===== src/rtl/fetch_pc_unit.sv =====
// Program-counter and fetch sequencer feeding a registered-read instruction
// memory. Selects the next fetch address (sequential, stall, branch, jr,
// jump), tracks the word the memory is presenting to decode, squashes
// wrong-path words, and traps misaligned redirect targets.
module fetch_pc_unit #(
    parameter logic [31:0] RESET_PC = 32'h0000_0000,
    parameter logic [31:0] PC_STEP  = 32'd4
) (
    input  logic        clk,
    input  logic        rst,
    input  logic        stall,
    input  logic        branch_taken,
    input  logic [31:0] branch_target,
    input  logic        jr,
    input  logic [31:0] jr_target,
    input  logic        jump,
    input  logic [25:0] jump_index,
    output logic [31:0] pc,
    output logic [31:0] pc_plus4,
    output logic [31:0] fetch_pc,
    output logic        fetch_valid,
    output logic        fetch_err
);

    typedef enum logic [1:0] {
        ST_BOOT  = 2'd0,
        ST_RUN   = 2'd1,
        ST_ERROR = 2'd2
    } state_t;

    state_t      state_reg, state_next;
    logic [31:0] pc_reg, pc_next;
    logic [31:0] fetch_pc_reg, fetch_pc_next;
    logic        fetch_valid_reg, fetch_valid_next;
    logic        fetch_err_reg, fetch_err_next;

    logic        redirect;
    logic [31:0] redirect_target;
    logic [31:0] jump_target;
    logic        misaligned;

    // Jump region comes from the jump instruction's own pc + 4, which is the
    // word decode currently holds (fetch_pc), not the speculative pc.
    assign jump_target = ((fetch_pc_reg + 32'd4) & 32'hF000_0000)
                       | {4'b0000, jump_index, 2'b00};
    assign redirect    = branch_taken | jr | jump;

    // Redirect target priority: branch (older instruction) over jr over jump.
    always_comb begin
        redirect_target = jump_target;
        if (branch_taken)
            redirect_target = branch_target;
        else if (jr)
            redirect_target = jr_target;
    end

    assign misaligned = redirect && (redirect_target[1:0] != 2'b00);

    // State and datapath registers; asynchronous reset returns to BOOT.
    always_ff @(posedge clk or negedge rst) begin
        if (!rst) begin
            state_reg       <= ST_BOOT;
            pc_reg          <= RESET_PC;
            fetch_pc_reg    <= 32'h0000_0000;
            fetch_valid_reg <= 1'b0;
            fetch_err_reg   <= 1'b0;
        end else begin
            state_reg       <= state_next;
            pc_reg          <= pc_next;
            fetch_pc_reg    <= fetch_pc_next;
            fetch_valid_reg <= fetch_valid_next;
            fetch_err_reg   <= fetch_err_next;
        end
    end

    // Next-state: BOOT lasts one cycle, a misaligned redirect traps forever.
    always_comb begin
        state_next = state_reg;
        case (state_reg)
            ST_BOOT:  state_next = ST_RUN;
            ST_RUN:   if (misaligned) state_next = ST_ERROR;
            ST_ERROR: state_next = ST_ERROR;
            default:  state_next = ST_BOOT;
        endcase
    end

    // Next pc and fetch-tracking values for the current state and inputs.
    always_comb begin
        pc_next          = pc_reg;
        fetch_pc_next    = fetch_pc_reg;
        fetch_valid_next = fetch_valid_reg;
        fetch_err_next   = fetch_err_reg;
        case (state_reg)
            ST_BOOT: begin
                fetch_valid_next = 1'b0;
            end
            ST_RUN: begin
                if (misaligned) begin
                    fetch_valid_next = 1'b0;
                    fetch_err_next   = 1'b1;
                end else if (redirect) begin
                    // Word read this cycle is wrong-path: track it but squash.
                    pc_next          = redirect_target;
                    fetch_pc_next    = pc_reg;
                    fetch_valid_next = 1'b0;
                end else if (!stall) begin
                    pc_next          = pc_reg + PC_STEP;
                    fetch_pc_next    = pc_reg;
                    fetch_valid_next = 1'b1;
                end
            end
            ST_ERROR: begin
                fetch_valid_next = 1'b0;
                fetch_err_next   = 1'b1;
            end
            default: begin
                fetch_valid_next = 1'b0;
            end
        endcase
    end

    assign pc          = pc_reg;
    assign pc_plus4    = pc_reg + PC_STEP;
    assign fetch_pc    = fetch_pc_reg;
    assign fetch_valid = fetch_valid_reg;
    assign fetch_err   = fetch_err_reg;

endmodule


===== config.mk =====
export PLATFORM = sky130hd
export DESIGN_NAME = fetch_pc_unit
export DESIGN_NICKNAME = d
export VERILOG_FILES = /design/src/rtl/fetch_pc_unit.sv
export SDC_FILE = /design/constraint.sdc
export NUM_CORES = 1
export LEC_CHECK = 0
export BUFFER_PORTS_ARGS = -buffer_cell sky130_fd_sc_hd__buf_2
export CORE_ASPECT_RATIO = 0.7
export CORE_MARGIN = 5
export CORE_UTILIZATION = 52
export CTS_CLUSTER_DIAMETER = 120
export DETAILED_ROUTE_END_ITERATION = 12
export PLACE_DENSITY = 0.95
export SLEW_MARGIN = 20
export SYNTH_ARGS = -nofsm -noshare
export SYNTH_HDL_FRONTEND = slang
export SYNTH_SLANG_ARGS = --single-unit

===== constraint.sdc =====
create_clock -name clk -period 4.7 [get_ports clk]
set_clock_uncertainty 0.15 [all_clocks]
set_input_delay 0.47 -clock clk [delete_from_list [all_inputs] [get_ports clk]]
set_output_delay 0.47 -clock clk [all_outputs]
set_load 0.03 [all_outputs]

== After elaboration in Yosys (flattened, before gate mapping) ==
Index checks and enable logic that the tools add are counted.
W data, S select, Z words.

* Input port bits: 96
* Word-level logic and storage cells: 36
* Register bits: 68
* Bits in latches: 0
* Output and inout bits: 98
* Memory bits (read-only): 0
* Bits in writable memories: 0
* Memories: 0

* Divide/modulo/power cells: 0
* Bitwise gates (word level): 4
* Mux-type cells: 14
* Equality and inequality tests: 5
* Shift operators: 0
* Add/subtract/negate cells: 2
* Reduce and logical (&&, ||, !) cells: 6
* Magnitude comparators: 0
* Multipliers: 0

{| class="wikitable"
|+ Operator list
! operator !! number
|-
| $mux W32 || 6
|-
| $add A32 B3 Y32 const B || 2
|-
| $or A32 B28 Y32 || 1
|-
| $pmux W2 S3 || 1
|-
| $mux W1 || 5
|-
| $ne A4 B4 Y1 const B || 1
|-
| $reduce_bool A2 Y1 || 2
|-
| $reduce_and A3 Y1 || 1
|-
| $eq A2 B1 Y1 const B || 1
|-
| $eq A2 B2 Y1 const B || 1
|-
| $logic_not A2 Y1 || 1
|-
| $mux W2 || 1
|-
| $ne A2 B1 Y1 const B || 1
|-
| $ne A2 B2 Y1 const B || 1
|-
| $or A1 B1 Y1 || 2
|-
| $pmux W1 S2 || 1
|-
| $reduce_and A2 Y1 || 1
|-
| $logic_and A1 B1 Y1 || 1
|-
| $not A1 Y1 || 1
|}

== Logic depth before layout (Yosys ltp) ==
Gate-level depths: netlist of run 1.

* Depth after elaboration: 8
* Depth in mapped cells: 9

== Worst setup path before layout of run 1 ==
No wires, ideal clock.

* Kind: reg2out
* From: reg pc_reg[8], in the netlist pc[8]
* To: out pc_plus4[27]
* Arrival: 2161 ps
* Data required time: 4080 ps
* Buffers on the path: 3
* Slack: 1919 ps
* Stages on the path, launching flop included: 9
* Cell sequence: dfrtp_1 buf_4 and4_1 buf_4 and4b_1 buf_4 nand3_1 or2_4 xnor2_1

* Cells in the longest elaborated chain, start to end: 1

{| class="wikitable"
|+ Ends and longest elaborated chain
! element !! line !! RTL
|-
| start: declaration || 32 || <nowiki>logic [31:0] pc_reg, pc_next;</nowiki>
|-
| start signal: assignment || 69 || <nowiki>pc_reg <= pc_next;</nowiki>
|-
| $add A32 B3 Y32 || 123 || <nowiki>assign pc_plus4 = pc_reg + PC_STEP;</nowiki>
|-
| end: declaration || 19 || <nowiki>output logic [31:0] pc_plus4,</nowiki>
|}

No other way between the ends.

== Worst setup path after layout of run 1 ==
* From: reg pc_reg[8], in the netlist pc[8]
* To: out pc_plus4[25]

The elaborated chain is that of the path after synthesis.

==> flow_summary.yaml, run 1 <==
placed_design:
  place_area_um2: 5240
  dp_slack_ns: 1.42
  place_hpwl_um: 10900
  port_buffers: 193
  gp_congestion: 0.894
clock_network:
  cts-root-buf: "clkbuf_16"
  cts_resized: 0
  htree_levels: 3
  ctsHoldBuffers: 0
  clock-sinks: 68
  cts_tree: "done"
  cts_buffers: 9
  clkLatencyLatePin_ns: 0.33
  postCtsSetupBuffers: 0
  clockBufferDepth: 2
  cts.reportedPaths.clkPinSlew_ns: 0.06
timing:
  hold_viol: 0
  slew_headroom_pct: 45.0
  slew_violations: 0
  fin_ws_ns: 1.57
  rsz0062_at_grt: "false"
  fin_setup_tns_ns: 0
  report.final.setup_viol: 0
  fmax_mhz: 319
  worst_pin_slew_ns: 0.825
  fin_crit_sh_pct: 66.6
  finalCriticalPeriod_ns: 3.13
  hold_slack_ns: 0.0782
yosys:
  synth_nets: 647
  syn_area_per_cell_um2: 7.85
  syn_area_um2: 4300
  synth_xor_area_share_pct: 6.52
  yosys_warnings: 0
  synthSimpleGateAreaFrac_pct: 24.8
  ys.flop_type: "dfrtp_1"
  ys_async_sr_fraction_pct: 100
  yosys.area_share.adder_pct: 1.17
  synth_compound_area_share_pct: 18.5
  synth_edf_count: 0
  ys_seq_area_share_pct: 39.6
  ys_ff_latch: 68
  muxShareOfSynthArea_pct: 3.73
  synth_top_family_by_area: "simple AND/OR/NAND/NOR gates"
  syn_inst: 547
  synth.distinct_cells: 54
global_route:
  antenna_found_initial: 0
  grt_max_degree: 56
  grt_pass1_vias: 4708
  grt_overflow: 0
  globalRouteTotalUtil_pct: 28.1
  grt_pass1_wl_um: 23300
power_and_ir_drop:
  power_leakage_nw: 2.83
  irDropWorstVdd_mv: 0.506
  clkPwrFrac_pct: 19.8
  intPower_mw: 1.92
  switching_share_pct: 51.1
  power_switching_mw: 2.00
  power_density_nw_per_um2: 702
  p_seq_share_pct: 31.4
  p_comb_share_pct: 48.7
run:
  maxCapViolations: 0
die:
  coreArea_um2: 7970
  num_io_pins: 194
  die_width_um: 119
  dieArea_um2: 10200
  initial_core_util_pct: 53.9
  die_h_um: 86.0
  rows: 27
worst_setup_path:
  critPathRequiredTime_ns: 4.08
  crit_type: "flip-flop to output port"
  slowest_delay_ns: 0.52
  end_kind: "output port"
  cp_cell_sequence: "and4_1 -> and4b_1 -> and2_4 -> nand3_1 -> xnor2_1 -> buf_2"
  critPathSlowestCell: "dfrtp_1"
  worstPathArrival_ns: 2.51
  cp_max_fo: 9
  worst_setup_path_start_kind: "flip-flop"
final_layout:
  drive_gt1_share_pct: 31.3
  nets: 815
  area_delta_synth_final_pct: 30.0
  nFillCells: 669
  final_area_um2: 5580
  fin_util_pct: 70.0
  diodes: 0
drt:
  viasPerCell: 5.84
  wl_per_cell_um: 18.0
  drt_iter0_markers: 494
  drt-total-wl_um: 14700
  route.detailed.drc: 0
  antenna_left: 0
  dr.pass1.iters: 5
  num_vias: 4795
outcome:
  outcome: "complete, no violations"
min_path:
  hp-class: "input pin to asynchronous set/reset pin"
[logic make-up (layout without fill, tap and decap cells)]
| logic type | after synthesis | count (layout) |
|---|---|---|
| simple gates | 239 | 239 |
| compound gates | 135 | 135 |
| flops | 68 | 68 |
| buf+inv | 53 | 226 |
| xor+xnor | 32 | 32 |
| mux | 16 | 16 |
| fa+ha+maj | 4 | 4 |
[final cells by class]
cell class | count | area (um2) | share of cell area [%]
timing repair buffer | 198 | 1000 | 18.0
clock buffer | 10 | 229 | 4.10
tap | 101 | 126 | 2.26
clock inverter | 6 | 113 | 2.02
multi-input combinational | 426 | 2370 | 42.4
sequential | 68 | 1700 | 30.5
inverter | 12 | 45.0 | 0.807
[cells in the mapped netlist (2+ instances only)]
library cell | count | share of area (%)
nand3_1 | 14 | 1.6
mux2i_1 | 16 | 3.7
ha_1 | 4 | 1.2
xor2_1 | 10 | 2.0
buf_2 | 19 | 2.2
nor2_1 | 47 | 4.1
and2_1 | 2 | 0.29
nor2b_1 | 2 | 0.29
o22a_1 | 3 | 0.61
a211oi_1 | 2 | 0.35
o21ai_0 | 44 | 5.1
buf_1 | 3 | 0.26
o21a_1 | 2 | 0.35
nand2b_1 | 3 | 0.44
nand2_1 | 136 | 12
nor4_1 | 3 | 0.44
and4_1 | 6 | 1.2
nand4_1 | 11 | 1.6
xnor2_1 | 22 | 4.5
and3_1 | 2 | 0.29
a21oi_1 | 47 | 5.5
inv_1 | 11 | 0.96
a221oi_1 | 3 | 0.61
a2bb2oi_1 | 4 | 0.82
a31oi_1 | 4 | 0.58
clkbuf_1 | 14 | 1.2
o22ai_1 | 12 | 1.7
nor3_1 | 3 | 0.35
buf_4 | 5 | 0.87
dfrtp_1 | 68 | 40
a22oi_1 | 2 | 0.35
[per-layer routing]
layer | wire [um] | part of all wire, % | track usage [%] | vias to the layer above
li1 | - | - | - | 2225
met1 | 5800 | 39 | 34.2 | 2260
met2 | 7190 | 49 | 49.8 | 286
met3 | 1530 | 10 | 7.78 | 24
met4 | 213 | 1.4 | 7.05 | 0
met5 | 0 | 0 | 0 | -
[layout by cell type (no fill, tap or decap), drive strengths merged, types with 11 or more instances in the layout]
| master | netlist | final |
|---|---|---|
| buf | 27 | 198 |
| nor2 | 48 | 48 |
| o22ai | 12 | 12 |
| a21oi | 48 | 48 |
| nand3 | 14 | 14 |
| xnor2 | 22 | 22 |
| nand4 | 13 | 13 |
| nand2 | 136 | 136 |
| dfrtp | 68 | 68 |
| mux2i | 16 | 16 |
| o21ai | 45 | 45 |
| inv | 11 | 11 |
[worst paths after layout]
kind | slack (ns) | from | end | depth (start not counted)
min | 0.08 | rst | fetch_pc[28] | 1
max in group asynchronous | 3.35 | rst | fetch_pc[5] | 2
min reg2reg | 0.33 | fetch_pc[1] | fetch_pc[1] | 2
max | 1.57 | pc[8] | pc_plus4[25] | 6
min in group clk | 0.33 | fetch_pc[1] | fetch_pc[1] | 2
max reg2reg | 2.22 | state_reg[1] | pc[23] | 8
[critical path, delay by kind of cell (launching register included)]
kind,cells,cell delay [ns]
and+or+nand+nor,4,1.27
DFF,1,0.52
buffers and inverters,1,0.22
xor gates and xnor gates,1,0.17
[power by group through the flow]
stage | combinational, mW | clock (mW) | sequential, mW
2_1_floorplan | 0.913 | 0 | 1.55
3_3_place_gp | 1.87 | 0 | 1.21
3_5_place_dp | 1.90 | 0 | 1.22
4_1_cts | 1.91 | 0.782 | 1.22
5_1_grt | 2.04 | 0.812 | 1.27
6_report | 1.91 | 0.778 | 1.23
[metrics by stage]
stage	total power [mW]	cells
2_1_floorplan	2.46	547
3_3_place_gp	3.08	805
3_5_place_dp	3.13	805
4_1_cts	3.91	821
5_1_grt	4.13	821
6_report	3.92	821
(Power assumes the default switching activity.)
==> inputs of run 2 (changes only) <==
--- a/config.mk
+++ b/config.mk
@@ -8,10 +8,10 @@
 export BUFFER_PORTS_ARGS = -buffer_cell sky130_fd_sc_hd__buf_2
 export CORE_ASPECT_RATIO = 0.7
 export CORE_MARGIN = 5
-export CORE_UTILIZATION = 52
+export CORE_UTILIZATION = 43
 export CTS_CLUSTER_DIAMETER = 120
 export DETAILED_ROUTE_END_ITERATION = 12
-export PLACE_DENSITY = 0.95
+export PLACE_DENSITY = 0.88
 export SLEW_MARGIN = 20
 export SYNTH_ARGS = -nofsm -noshare
 export SYNTH_HDL_FRONTEND = slang
==> constraint.sdc (replaced) <==
create_clock -name clk -period 2.88 [get_ports clk]
set_clock_uncertainty 0.15 [all_clocks]
set_input_delay 0.288 -clock clk [delete_from_list [all_inputs] [get_ports clk]]
set_output_delay 0.288 -clock clk [all_outputs]
set_load 0.03 [all_outputs]
==> run 2 against run 1 <==
Critical endpoint is now pc_plus4[27]. Clock power increased by 43%. Critical path depth stayed put. Die area increased by 19%. The run now ends with hold timing left. First-iteration DRC count down 21%. Hold slack worse by 0.083 ns. Largest power group unchanged.
==> flow_summary.yaml, run 2 (synthesized netlist as in run 1, its figures left out) <==
outcome:
  outcome: "finished, violations left"
  violations: "hold timing"
global_route:
  grt_busiest_layer: "met2"
  antenna_found_initial: 0
  met1_usage_pct: 31.0
  grt_pass1_vias: 4469
  grtUsageMet2_pct: 40.2
  grt_overflow: 0
  grt.met3_usage_pct: 7.53
  grt_pass1_wl_um: 23100
  globalRouteTotalUtil_pct: 24.3
  grt_max_degree: 69
timing:
  hold_viol: 4
  slew_headroom_pct: 41.0
  worst_pin_slew_ns: 0.885
  slew_violations: 0
  fin_crit_sh_pct: 95.6
  fin_ws_ns: 0.127
  fin_setup_tns_ns: 0
  rsz0062_at_grt: "false"
  fmax_mhz: 363
  finalCriticalPeriod_ns: 2.75
  report.final.setup_viol: 0
  hold_slack_ns: -0.00512
worst_setup_path:
  cp_max_fo: 7
  critPathRequiredTime_ns: 2.44
  critPathBufInv: 1
  slowest_delay_ns: 0.49
  worst_setup_path_start_kind: "flip-flop"
  cp-startpoint: "pc[9]"
  reg2reg_from: "fetch_pc[20]"
  crit_type: "flip-flop to output port"
  critPathSlowestCell: "dfrtp_1"
  worstPathArrival_ns: 2.32
  end_kind: "output port"
  critPathTopFamily: "simple AND/OR/NAND/NOR gates"
  cp_cell_sequence: "and4_1 -> and4b_2 -> nand3_1 -> or2_4 -> xnor2_1 -> buf_2"
die:
  dieArea_um2: 12100
  initial_core_util_pct: 44.2
  die_h_um: 93.6
  die_width_um: 129
  rows: 30
  coreArea_um2: 9720
  num_io_pins: 194
placed_design:
  place_hpwl_um: 11000
  dp_slack_ns: 0.415
  gp_congestion: 0.919
  port_buffers: 193
clock_network:
  cts_buffers: 9
  cts_resized: 0
  clkLatencyLatePin_ns: 0.34
  htree_levels: 3
  clockBufferDepth: 2
  cts.reportedPaths.clkPinSlew_ns: 0.06
  ctsHoldBuffers: 0
  clock-sinks: 68
  postCtsSetupBuffers: 0
  cts-root-buf: "clkbuf_16"
  cts_tree: "done"
final_layout:
  nets: 818
  mostFrequentLayoutCells: "193 x buf_2, 136 x nand2_1, 66 x dfrtp_1"
  area_delta_synth_final_pct: 31.5
  diodes: 0
  nFillCells: 920
  final_common_cell: "buf_2"
  drive_gt1_share_pct: 32.2
drt:
  wl_per_cell_um: 17.0
  drt-total-wl_um: 14500
  dr.pass1.iters: 5
  viasPerCell: 5.46
  route.detailed.drc: 0
  antenna_left: 0
  num_vias: 4647
  drt_iter0_markers: 391
power_and_ir_drop:
  finalPower_mw: 6.24
  intPower_mw: 2.98
  irDropWorstVdd_mv: 0.746
  power_leakage_nw: 2.83
  p_seq_share_pct: 31.4
  p_comb_share_pct: 50.8
  power_density_nw_per_um2: 1100
  switching_share_pct: 52.2
  clkPwrFrac_pct: 17.7
  power_switching_mw: 3.25
run:
  maxCapViolations: 0
min_path:
  hp-class: "input pin to asynchronous set/reset pin"
==> run 2: cell count changes in the layout (fill, tap and decap cells not counted), sizes merged <==
cell      delta
clkinv       -1
clkbuf       -1
clkinvlp     +3
buf          +3
inv          +1
bufinv       -2
==> run 2: power groups by stage <==
| stage | combinational [mW] | sequential, mW | clock, mW |
|---|---|---|---|
| 2_1_floorplan | 1.49 | 2.53 | 0 |
| 3_3_place_gp | 3.16 | 1.92 | 0 |
| 3_5_place_dp | 3.18 | 1.96 | 0 |
| 4_1_cts | 3.20 | 1.95 | 1.13 |
| 5_1_grt | 3.42 | 2.04 | 1.17 |
| 6_report | 3.17 | 1.96 | 1.11 |
==> run 2: area by class of cell <==
cell class              count  area (um2)  share of cell area [%]
flip-flops and latches     68        1700                    30.2
multi-input cells         426        2370                    42.0
well taps                 128         160                    2.84
inverters                  12        45.0                   0.798
clock buffers               9         225                    3.99
repair buffers            201        1060                    18.8
clock inverters             7        75.1                    1.33
==> run 2: through the flow <==
step / instance area, um2 / hold WS, ns / instances / util, %
after floorplan: 4300 / -0.158 / 547 / -
after global placement: 5340 / 0.298 / 835 / 54.9
after detailed placement: 5340 / 0.324 / 835 / 54.9
after CTS: 5640 / 0.0325 / 851 / 58.0
after global routing: 5650 / 0.0919 / 851 / 58.1
final: 5650 / -0.00512 / 851 / 58.1
==> run 2: metal layers <==
metal | part of all wire [%] | wire [um]
met4 | 1.2 | 167
met5 | 0 | 0
met2 | 48 | 6910
met1 | 40 | 5760
met3 | 11 | 1620
==> run 2: final timing paths <==
path,endpoint,slack (ns),cells after the start
setup / recovery,pc_plus4[27],0.13,6
hold / removal,fetch_pc[31],-0.005,2
setup reg to reg,pc[31],0.63,6
hold reg to reg,fetch_pc[0],0.33,2
max in group asynchronous,pc[8],1.94,2
min in group clk,pc[21],0.11,3
==> inputs of run 3 (changes only) <==
--- a/config.mk
+++ b/config.mk
@@ -8,10 +8,11 @@
 export BUFFER_PORTS_ARGS = -buffer_cell sky130_fd_sc_hd__buf_2
 export CORE_ASPECT_RATIO = 0.7
 export CORE_MARGIN = 5
-export CORE_UTILIZATION = 43
+export CORE_UTILIZATION = 53
+export CTS_BUF_LIST = sky130_fd_sc_hd__clkbuf_8
 export CTS_CLUSTER_DIAMETER = 120
 export DETAILED_ROUTE_END_ITERATION = 12
-export PLACE_DENSITY = 0.88
+export PLACE_DENSITY = 0.95
 export SLEW_MARGIN = 20
 export SYNTH_ARGS = -nofsm -noshare
 export SYNTH_HDL_FRONTEND = slang
==> constraint.sdc (replaced) <==
create_clock -name clk -period 3.5 [get_ports clk]
set_clock_uncertainty 0.15 [all_clocks]
set_input_delay 0.35 -clock clk [delete_from_list [all_inputs] [get_ports clk]]
set_output_delay 0.35 -clock clk [all_outputs]
set_load 0.005 [all_outputs]
==> run 3 against run 2 <==
The run now ends clean. Final cell count is 3.3% lower. Non-clock buffer count stayed put. Sequential power shrank 15%. Critical path depth unchanged. Worst setup slack better by 0.32 ns. Flip-flop and latch count unchanged. Combinational power fell by 49%. Register-to-register slack gained 0.35 ns. Die area is 17% lower. Wire length is 4.9% higher. First-iteration DRC count up 59%. Critical path type unchanged.
==> flow_summary.yaml, run 3 (synthesized netlist as in run 1, its figures left out) <==
worst_setup_path:
  slowest_delay_ns: 0.56
  critPathRequiredTime_ns: 3.00
  critPathTopFamily: "simple AND/OR/NAND/NOR gates"
  cp_max_fo: 9
  worstPathArrival_ns: 2.56
  critPathSlowestCell: "dfrtp_1"
  crit_type: "flip-flop to output port"
  end_kind: "output port"
  critPathBufInv: 1
  cp_cell_sequence: "and4_1 -> and4b_1 -> and2_4 -> nand3_1 -> xnor2_1 -> buf_2"
  worst_setup_path_start_kind: "flip-flop"
drt:
  viasPerCell: 5.94
  wl_per_cell_um: 18.4
  route.detailed.drc: 0
  drt-total-wl_um: 15200
  antenna_left: 0
  num_vias: 4888
  drt_iter0_markers: 620
  dr.pass1.iters: 6
die:
  rows: 27
  die_h_um: 85.3
  die_width_um: 118
  initial_core_util_pct: 54.6
  dieArea_um2: 10000
  num_io_pins: 194
  coreArea_um2: 7870
timing:
  fmax_mhz: 327
  finalCriticalPeriod_ns: 3.06
  worst_pin_slew_ns: 0.920
  report.final.setup_viol: 0
  rsz0062_at_grt: "false"
  fin_ws_ns: 0.444
  fin_setup_tns_ns: 0
  slew_violations: 0
  slew_headroom_pct: 38.7
  fin_crit_sh_pct: 87.3
  hold_viol: 0
clock_network:
  cts.reportedPaths.clkPinSlew_ns: 0.07
  htree_levels: 3
  clkLatencyLatePin_ns: 0.35
  clock-sinks: 68
  clockBufferDepth: 2
  cts_buffers: 9
  cts_resized: 0
  cts_tree: "done"
  cts-root-buf: "clkbuf_8"
global_route:
  grt_overflow: 0
  grt_pass1_wl_um: 24400
  grtUsageMet2_pct: 50.2
  met1_usage_pct: 36.2
  globalRouteTotalUtil_pct: 29.8
  grt.met3_usage_pct: 9.59
  grt_max_degree: 65
  antenna_found_initial: 0
  grt_busiest_layer: "met2"
  grt_pass1_vias: 4869
placed_design:
  gp_congestion: 0.940
  dp_slack_ns: 0.901
  port_buffers: 193
  place_hpwl_um: 11400
final_layout:
  final_common_cell: "buf_2"
  drive_gt1_share_pct: 31.4
  nFillCells: 695
  diodes: 0
  mostFrequentLayoutCells: "193 x buf_2, 136 x nand2_1, 68 x dfrtp_1"
  ff_latch_area_um2: 1700
  area_delta_synth_final_pct: 27.6
  nets: 818
  multi_input_area_um2: 2370
power_and_ir_drop:
  power_density_nw_per_um2: 727
  power_leakage_nw: 2.79
  irDropWorstVdd_mv: 0.392
run:
  maxCapViolations: 0
min_path:
  hp-class: "input pin to flip-flop"
outcome:
  outcome: "complete, no violations"
## run 3: report_power, final
part	leakage [nW]	switching, mW	internal [mW]	total, mW
clock network	0.105	0.318	0.398	0.716
logic	1.84	0.861	0.747	1.61
registers	0.840	0.544	1.12	1.66
total	2.79	1.72	2.26	3.99
## run 3: through the flow
| step | hold WS [ns] | std cells | util (%) | total power, mW | instance area (um2) |
|---|---|---|---|---|---|
| 6_report | 0.189 | 823 | 69.6 | 3.99 | 5480 |
| 5_1_grt | 0.209 | 823 | 69.6 | 4.25 | 5480 |
| 4_1_cts | 0.185 | 823 | 69.6 | 3.97 | 5480 |
| 3_5_place_dp | 0.327 | 807 | 66.8 | 3.25 | 5260 |
| 3_3_place_gp | 0.297 | 807 | 66.8 | 3.17 | 5260 |
| 2_1_floorplan | -0.0956 | 547 | - | 2.36 | 4300 |
## run 3: final cells by class
class,count,area share [%]
multi-input cells,426,43.2
flip-flops and latches,68,31.0
repair buffers,201,18.8
well taps,101,2.31
clock buffers,9,2.26
clock inverters,6,1.64
inverters,12,0.822
## run 3: worst register-to-register path: cells and delay by family (launching register included)
kind / cells / cell delay [ns]
adders and majority gates: 1 / 0.21
DFF: 1 / 0.38
buffers and inverters: 1 / 0.10
AOI/OAI and AO/OA: 4 / 1.54
## run 3: final timing paths
| path | startpoint | slack (ns) | endpoint | cells after the start |
|---|---|---|---|---|
| min reg2reg | fetch_pc[1] | 0.34 | fetch_pc[1] | 2 |
| max in group asynchronous | rst | 1.73 | pc[25] | 3 |
| min | branch_target[23] | 0.19 | pc[23] | 3 |
| max | pc[8] | 0.44 | pc_plus4[25] | 6 |
| min in group asynchronous | rst | 0.52 | fetch_pc[1] | 2 |
| max reg2reg | state_reg[1] | 0.98 | pc[30] | 6 |
## run 3: routing by layer
layer	part of all wire, %	vias to the layer above
li1	-	2226
met1	38	2280
met2	48	331
met3	12	51
met4	2.8	0
met5	0	-
## run 3: repair_timing
action / in CTS / in global routing
setup endpoints to repair: 0 / 0
endpoints found under the hold margin: 17 / 0
hold buffers: 1 / 0
buffers inserted: 0 / 0
